## config.mk

```make
export PLATFORM = sky130hd
export DESIGN_NAME = pxl_fmt_conv_flat
export DESIGN_NICKNAME = d
export VERILOG_FILES = /design/src/rtl/pxl_conv_pkg.sv /design/src/rtl/pxl_fmt_conv_if.sv /design/src/rtl/pxl_fmt_pack.sv /design/src/rtl/pxl_fmt_conv.sv /design/src/flat_wrapper.sv
export SDC_FILE = /design/constraint.sdc
export NUM_CORES = 1
export LEC_CHECK = 0
export ABC_CLOCK_PERIOD_IN_PS = 2000
export CAP_MARGIN = 0
export CORE_MARGIN = 5
export CORE_UTILIZATION = 38
export DETAILED_ROUTE_END_ITERATION = 12
export PLACE_DENSITY = 0.76
export SYNTH_ARGS = -nofsm -noshare
export SYNTH_HDL_FRONTEND = slang
export SYNTH_SLANG_ARGS = --single-unit
```

## constraint.sdc

```tcl
create_clock -name clk -period 2 [get_ports clk]
set_clock_uncertainty 0.15 [all_clocks]
set_input_delay 0.4 -clock clk [delete_from_list [all_inputs] [get_ports clk]]
set_output_delay 0.4 -clock clk [all_outputs]
set_load 0.01 [all_outputs]
```

## src/rtl/pxl_conv_pkg.sv

```systemverilog
// -----------------------------------------------------------------------------
// pxl_conv_pkg
// Shared types and helpers for the grayscale-to-colour pixel converter.
//   mode_e     : colour mode encodings (reserved code behaves as RGB565)
//   state_e    : converter FSM states
//   nb()       : number of DBI beats per pixel for a mode / bus width
//   expand_g8(): left-align a gray pixel to 8 bits with MSB replication
// -----------------------------------------------------------------------------
package pxl_conv_pkg;

   typedef enum logic [1:0] {
      MODE_RGB565 = 2'd0,
      MODE_RGB666 = 2'd1,
      MODE_RGB888 = 2'd2,
      MODE_RSVD   = 2'd3
   } mode_e;

   typedef enum logic {
      ST_IDLE,
      ST_SEND
   } state_e;

   // Beats per pixel: 8-bit bus needs 2 (565) or 3 (666/888),
   // 16-bit bus needs 1 (565) or 2 (666/888).
   function automatic logic [1:0] nb(input mode_e mode, input int unsigned bus_w);
      logic wide_mode;
      wide_mode = (mode == MODE_RGB666) || (mode == MODE_RGB888);
      if (bus_w == 16) return wide_mode ? 2'd2 : 2'd1;
      return wide_mode ? 2'd3 : 2'd2;
   endfunction

   // gray is zero-extended from w bits (4..8). After left alignment the
   // vacated LSBs are refilled from the top bits; since w >= 4 a single
   // shifted copy always covers the 8-w hole (4-bit 0xA -> 0xAA).
   function automatic logic [7:0] expand_g8(input logic [7:0] gray, input int unsigned w);
      logic [7:0] aligned;
      aligned = gray << (8 - w);
      return aligned | (aligned >> w);
   endfunction

endpackage

```

## src/rtl/pxl_fmt_conv_if.sv

```systemverilog
// -----------------------------------------------------------------------------
// pxl_fmt_conv_if
// Handshake bundle around the converter: gray pixel stream in, DBI beat
// stream out. Signal suffixes are from the converter's point of view.
//   slave  : converter side (consumes gray pixels, produces beats)
//   master : environment side (FIFO producer + DBI TX FSM consumer)
// -----------------------------------------------------------------------------
interface pxl_fmt_conv_if #(
   parameter int GRAY_PXL_W = 8,
   parameter int DBI_BUS_W  = 8
) ();

   logic [GRAY_PXL_W-1:0] gray_pxl_dat_i;
   logic                  gray_pxl_vld_i;
   logic                  gray_pxl_rdy_o;
   logic [DBI_BUS_W-1:0]  rgb_pxl_dat_o;
   logic                  rgb_pxl_vld_o;
   logic                  rgb_pxl_rdy_i;

   modport slave (
      input  gray_pxl_dat_i, gray_pxl_vld_i, rgb_pxl_rdy_i,
      output gray_pxl_rdy_o, rgb_pxl_dat_o, rgb_pxl_vld_o
   );

   modport master (
      output gray_pxl_dat_i, gray_pxl_vld_i, rgb_pxl_rdy_i,
      input  gray_pxl_rdy_o, rgb_pxl_dat_o, rgb_pxl_vld_o
   );

endinterface

```

## src/rtl/pxl_fmt_pack.sv

```systemverilog
// -----------------------------------------------------------------------------
// pxl_fmt_pack
// Combinational beat formatter: selects the DBI beat for the held pixel.
//   g8   in  8          normalised gray pixel
//   mode in  mode_e     colour mode (reserved already folded to RGB565)
//   beat in  2          beat index within the pixel
//   dat  out DBI_BUS_W  beat data
// -----------------------------------------------------------------------------
module pxl_fmt_pack
   import pxl_conv_pkg::*;
#(
   parameter int DBI_BUS_W = 8
) (
   input  logic [7:0]           g8,
   input  mode_e                mode,
   input  logic [1:0]           beat,
   output logic [DBI_BUS_W-1:0] dat
);

   logic [4:0] c5;
   logic [5:0] c6;

   assign c5 = g8[7:3];
   assign c6 = g8[7:2];

   if (DBI_BUS_W == 16) begin : g_bus16
      always_comb begin
         case (mode)
            MODE_RGB666: dat = (beat == 2'd0) ? {c6, 2'b00, c6, 2'b00} : {c6, 2'b00, 8'h00};
            MODE_RGB888: dat = (beat == 2'd0) ? {g8, g8} : {g8, 8'h00};
            default:     dat = {c5, c6, c5};
         endcase
      end
   end else begin : g_bus8
      always_comb begin
         case (mode)
            MODE_RGB666: dat = {c6, 2'b00};
            MODE_RGB888: dat = g8;
            default:     dat = (beat == 2'd0) ? {c5, c6[5:3]} : {c6[2:0], c5};
         endcase
      end
   end

endmodule

```

## src/rtl/pxl_fmt_conv.sv

```systemverilog
// -----------------------------------------------------------------------------
// pxl_fmt_conv
// Gray-to-RGB565/666/888 converter and DBI bus serializer. Holds one pixel
// and emits it as 1..3 beats, accepting the next pixel on the cycle of the
// last beat handshake so a stream runs at one beat per cycle.
//   clk            in   clock
//   rst_n          in   asynchronous active-low reset
//   mode_i         in   colour mode, sampled when a pixel is loaded
//   bus            slave gray pixel in / DBI beat out handshakes
//   frm_pxl_cnt_o  out  pixels completed in current frame
//   frm_done_o     out  one-cycle pulse after the last pixel of a frame
// Optional: define PXL_CONV_FRM_CNT_EN to build the frame counter; otherwise
// frm_pxl_cnt_o and frm_done_o are tied low.
// -----------------------------------------------------------------------------
module pxl_fmt_conv
   import pxl_conv_pkg::*;
#(
   parameter int GRAY_PXL_W  = 8,
   parameter int DBI_BUS_W   = 8,
   parameter int FRM_PXL_NUM = 76800
) (
   input  logic                           clk,
   input  logic                           rst_n,
   input  logic [1:0]                     mode_i,
   pxl_fmt_conv_if.slave                  bus,
   output logic [$clog2(FRM_PXL_NUM)-1:0] frm_pxl_cnt_o,
   output logic                           frm_done_o
);

   state_e               state_q;
   logic [1:0]           beat_q;
   logic [7:0]           g8_q;
   mode_e                mode_q;
   logic [DBI_BUS_W-1:0] pack_dat;

   logic vld;
   logic last_beat;
   logic beat_hs;
   logic last_hs;
   logic gray_rdy;
   logic gray_hs;

   // Beat valid comes only from state, so it never waits on the consumer;
   // gray ready is allowed to see rgb_pxl_rdy_i so a new pixel can load on
   // the same edge the last beat leaves.
   assign vld       = (state_q == ST_SEND);
   assign last_beat = (beat_q == nb(mode_q, DBI_BUS_W) - 2'd1);
   assign beat_hs   = vld & bus.rgb_pxl_rdy_i;
   assign last_hs   = beat_hs & last_beat;
   assign gray_rdy  = (state_q == ST_IDLE) | last_hs;
   assign gray_hs   = bus.gray_pxl_vld_i & gray_rdy;

   // NOTE: sequential state uses non-blocking assignments so every register
   // samples the pre-edge values regardless of statement order.
   always_ff @(posedge clk or negedge rst_n) begin
      if (!rst_n) begin
         state_q <= ST_IDLE;
         beat_q  <= 2'd0;
         g8_q    <= 8'h00;
         mode_q  <= MODE_RGB565;
      end else if (gray_hs) begin
         state_q <= ST_SEND;
         beat_q  <= 2'd0;
         g8_q    <= expand_g8(8'(bus.gray_pxl_dat_i), GRAY_PXL_W);
         mode_q  <= (mode_i == MODE_RSVD) ? MODE_RGB565 : mode_e'(mode_i);
      end else if (last_hs) begin
         state_q <= ST_IDLE;
         beat_q  <= 2'd0;
      end else if (beat_hs) begin
         beat_q  <= beat_q + 2'd1;
      end
   end

   pxl_fmt_pack #(
      .DBI_BUS_W (DBI_BUS_W)
   ) u_pack (
      .g8   (g8_q),
      .mode (mode_q),
      .beat (beat_q),
      .dat  (pack_dat)
   );

   // Data is a pure function of held registers, so it cannot move while the
   // consumer stalls; after reset the held pixel is zero, giving zero data.
   assign bus.rgb_pxl_dat_o  = pack_dat;
   assign bus.rgb_pxl_vld_o  = vld;
   assign bus.gray_pxl_rdy_o = gray_rdy;

`ifdef PXL_CONV_FRM_CNT_EN
   localparam int CNT_W = $clog2(FRM_PXL_NUM);

   logic [CNT_W-1:0] cnt_q;
   logic             done_q;

   always_ff @(posedge clk or negedge rst_n) begin
      if (!rst_n) begin
         cnt_q  <= '0;
         done_q <= 1'b0;
      end else if (last_hs) begin
         if (cnt_q == CNT_W'(FRM_PXL_NUM - 1)) begin
            cnt_q  <= '0;
            done_q <= 1'b1;
         end else begin
            cnt_q  <= cnt_q + CNT_W'(1);
            done_q <= 1'b0;
         end
      end else begin
         done_q <= 1'b0;
      end
   end

   assign frm_pxl_cnt_o = cnt_q;
   assign frm_done_o    = done_q;
`else
   assign frm_pxl_cnt_o = '0;
   assign frm_done_o    = 1'b0;
`endif

endmodule

```

## src/flat_wrapper.sv

```systemverilog
// flat-port wrapper written by rule: the top's interface ports become plain ports
module pxl_fmt_conv_flat import pxl_conv_pkg::*;
#(
   parameter int GRAY_PXL_W  = 8,
   parameter int DBI_BUS_W   = 8,
   parameter int FRM_PXL_NUM = 76800
)
  (clk, rst_n, mode_i, frm_pxl_cnt_o, frm_done_o, bus_gray_pxl_dat_i, bus_gray_pxl_vld_i, bus_rgb_pxl_rdy_i, bus_gray_pxl_rdy_o, bus_rgb_pxl_dat_o, bus_rgb_pxl_vld_o);
  pxl_fmt_conv_if #(.GRAY_PXL_W(GRAY_PXL_W), .DBI_BUS_W(DBI_BUS_W)) bus_i ();
  input  logic clk;
  input  logic rst_n;
  input  logic [1:0] mode_i;
  output logic [$clog2(FRM_PXL_NUM)-1:0] frm_pxl_cnt_o;
  output logic frm_done_o;
  input wire logic [$bits(bus_i.gray_pxl_dat_i)-1:0] bus_gray_pxl_dat_i;
  input wire logic [$bits(bus_i.gray_pxl_vld_i)-1:0] bus_gray_pxl_vld_i;
  input wire logic [$bits(bus_i.rgb_pxl_rdy_i)-1:0] bus_rgb_pxl_rdy_i;
  output wire logic [$bits(bus_i.gray_pxl_rdy_o)-1:0] bus_gray_pxl_rdy_o;
  output wire logic [$bits(bus_i.rgb_pxl_dat_o)-1:0] bus_rgb_pxl_dat_o;
  output wire logic [$bits(bus_i.rgb_pxl_vld_o)-1:0] bus_rgb_pxl_vld_o;
  assign bus_i.gray_pxl_dat_i = bus_gray_pxl_dat_i;
  assign bus_i.gray_pxl_vld_i = bus_gray_pxl_vld_i;
  assign bus_i.rgb_pxl_rdy_i = bus_rgb_pxl_rdy_i;
  assign bus_gray_pxl_rdy_o = bus_i.gray_pxl_rdy_o;
  assign bus_rgb_pxl_dat_o = bus_i.rgb_pxl_dat_o;
  assign bus_rgb_pxl_vld_o = bus_i.rgb_pxl_vld_o;
  pxl_fmt_conv #(.GRAY_PXL_W(GRAY_PXL_W), .DBI_BUS_W(DBI_BUS_W), .FRM_PXL_NUM(FRM_PXL_NUM)) u_core (.clk(clk), .rst_n(rst_n), .mode_i(mode_i), .bus(bus_i), .frm_pxl_cnt_o(frm_pxl_cnt_o), .frm_done_o(frm_done_o));
endmodule
```

==> out/metrics.yaml <==
worst_setup_path:
  critPathKind: "flip-flop to primary output"
  crit_buf_inv: 2
  cp-end-kind: "primary output"
  startpoint: "u_core.mode_q[1]"
  start_kind: "flip-flop"
  path_delay_family: "flip-flops"
  path_cells: "inv_2 > ha_4 > or2_4 > a31o_4 > buf_6"
  cp.depth: 5
  reg2reg_from: "u_core.mode_q[0]"
  cp_slowest_cell: "dfrtp_1"
  cp_data_arrival_time_ns: 1.58
  slowest_delay_ns: 0.41
  reg2regPathDepth: 7
  cp.required_ns: 1.45
  path_max_fanout: 6
finish:
  fill_cells: 214
  drive_gt1_share_pct: 45.7
  syn2layout_area_growth_pct: 54.5
  final_common_cell: "conb_1"
  fin_area_sq_um: 1500
  num_antenna_cells: 0
  nets: 158
  layout_common_cells: "conb_1 (18), buf_4 (17), clkdlybuf4s50_1 (14)"
sta:
  worst_pin_slew_ns: 0.576
  fin_hold_ws_ns: 0.337
  setup_viol: 17
  fin_crit_ns: 2.13
  rsz0062_at_grt: "yes"
  finalCritPeriodShare_pct: 107
  fmax_ghz: 0.469
  slew_viol_final: 0
  worst_slack_ns: -0.130
  hold_viol_final: 0
  max-slew-margin-rel_pct: 61.5
place:
  io_buffers: 23
  place_area_sq_um: 1280
  gp_congestion: 0.731
  dp_slack_ns: -0.344
  hpwl_um: 1630
synthesis:
  netlist_area_sq_um: 971
  ys_ff_latch: 13
  yosys_warnings: 0
  avgSynthCellArea_sq_um: 10.2
  synth_cell_types: 25
  ys_seq_area_share_pct: 33.5
  syn_inst: 95
global_routing:
  met1_usage_pct: 13.9
  grt_most_used_layer: "met2"
  globalRouteMet3Util_pct: 2.34
  grt_use_met2_pct: 24.4
  grt_pass1_wl_um: 3460
  first_global_vias: 776
  grt-ovfl-total: 0
  grt_max_degree: 14
  track_usage_pct: 12.7
  antenna_found_initial: 0
clocking:
  clock_path_buffers: 2
  numClockSinks: 13
  insertion_delay_ns: 0.28
  clkTransAtPathRegs_ns: 0.08
  cts_hold_buf: 0
  cts-root-buf: "clkbuf_4"
  cts_tree: "built"
  htreeDepth: 1
  cts_buffers: 3
power_and_ir_drop:
  power.leakage_nw: 0.716
  peakVddDrop_mv: 0.956
  power_mw: 2.92
  power.density_nw_per_um2: 1950
detailed_routing:
  ant_nets: 0
  wire_per_inst_um: 13.6
  drc_errors: 0
  wl_um: 2310
  drt-initial-drc-count: 7
  first_pass_iters: 4
  via_count: 788
  avgViaCountPerCell: 4.64
run_status:
  status: "complete, but fails checks"
  violations: "negative setup slack"
job:
  cap_violations: 0
floorplanning:
  rows: 18
  core_area_sq_um: 2450
  die_w_um: 60.5
  num_io_pins: 42
  dieHeight_um: 60.5
  start_util_pct: 39.6
  die_area_sq_um: 3670
min_path:
  hp-class: "input pin to asynchronous set/reset pin"
[through the flow]
step	cells	setup TNS (ns)	util [%]
2_1_floorplan	112	0	-
3_3_place_gp	159	-4.07	52.1
3_5_place_dp	159	-4.70	52.1
4_1_cts	167	-1.15	57.0
5_1_grt	170	-2.42	61.1
6_report	170	-1.29	61.1
[final cells by class]
class                           instances  area [sq um]  area share, %
Clock buffer                            4          26.3           1.75
Multi-Input combinational cell         72           682           45.5
Tap cell                               30          37.5           2.50
Timing Repair Buffer                   45           404           26.9
Sequential cell                        13           325           21.7
Inverter                                6          25.0           1.67
[sequential cells by signal, summed over array words and instances, names as in the netlist]
| register | cells |
|---|---|
| u_core.g8_q | 8 |
| u_core.mode_q | 2 |
| u_core.beat_q | 2 |
| u_core.bus.rgb_pxl_vld_o | 1 |
[where the power goes]
group | switching (mW) | internal [mW] | total [mW]
clock | 0.0858 | 0.0774 | 0.163
combinational | 0.939 | 1.27 | 2.21
sequential | 0.161 | 0.391 | 0.552
total | 1.19 | 1.73 | 2.92
[kinds of logic after synthesis]
logic type / count (synthesis) / synth area share, %
other cells: 1 / 0.386
simple gates: 17 / 12.5
mux: 17 / 18.6
compound gates: 17 / 13.5
fa+ha+maj: 3 / 3.87
buf+inv: 27 / 17.7
flops: 13 / 33.5
[cell usage after synthesis, drive strengths merged]
cell type / number / area (sq um)
nand2b: 2 / 12.5
nor2: 6 / 22.5
ha: 3 / 37.5
a21oi: 8 / 40.0
mux2: 8 / 90.1
a32o: 1 / 10.0
nand2: 3 / 11.3
a21o: 1 / 7.51
buf: 20 / 145
nor2b: 1 / 6.26
nand3: 1 / 5.00
clkbuf: 1 / 3.75
inv: 6 / 22.5
o2bb2ai: 1 / 8.76
nand4bb: 1 / 27.5
nand4b: 1 / 23.8
a31oi: 1 / 21.3
dfrtp: 13 / 325
conb: 1 / 3.75
a31o: 4 / 35.0
a221oi: 1 / 8.76
and3: 1 / 6.26
mux2i: 9 / 90.1
or2: 1 / 6.26
[final timing paths]
path                                             end  slack (ns)
worst max-delay path            bus_rgb_pxl_dat_o[2]       -0.13
worst max register to register        u_core.g8_q[1]       -0.06
worst min register to register        u_core.g8_q[0]        0.37
worst min-delay path                u_core.mode_q[1]        0.34
max in group asynchronous             u_core.g8_q[4]        0.99
min in group clk                      u_core.g8_q[0]        0.37
[layer usage]
| layer | wire, um | up-vias | share of wire [%] |
|---|---|---|---|
| met1 | 854 | 375 | 37 |
| met2 | 1280 | 29 | 56 |
| met5 | 0 | - | 0 |
| li1 | - | 381 | - |
| met3 | 147 | 3 | 6.4 |
| met4 | 26 | 0 | 1.1 |
[repair_timing]
item / 4_1_cts / 5_1_grt
endpoints found under the hold margin: 0 / 0
pin swaps: 5 / 11
setup buffers: 4 / 4
gates resized for setup: 64 / 16
endpoints found under the setup margin: 17 / 18
No activity file was read; power rests on OpenSTA's default activity.
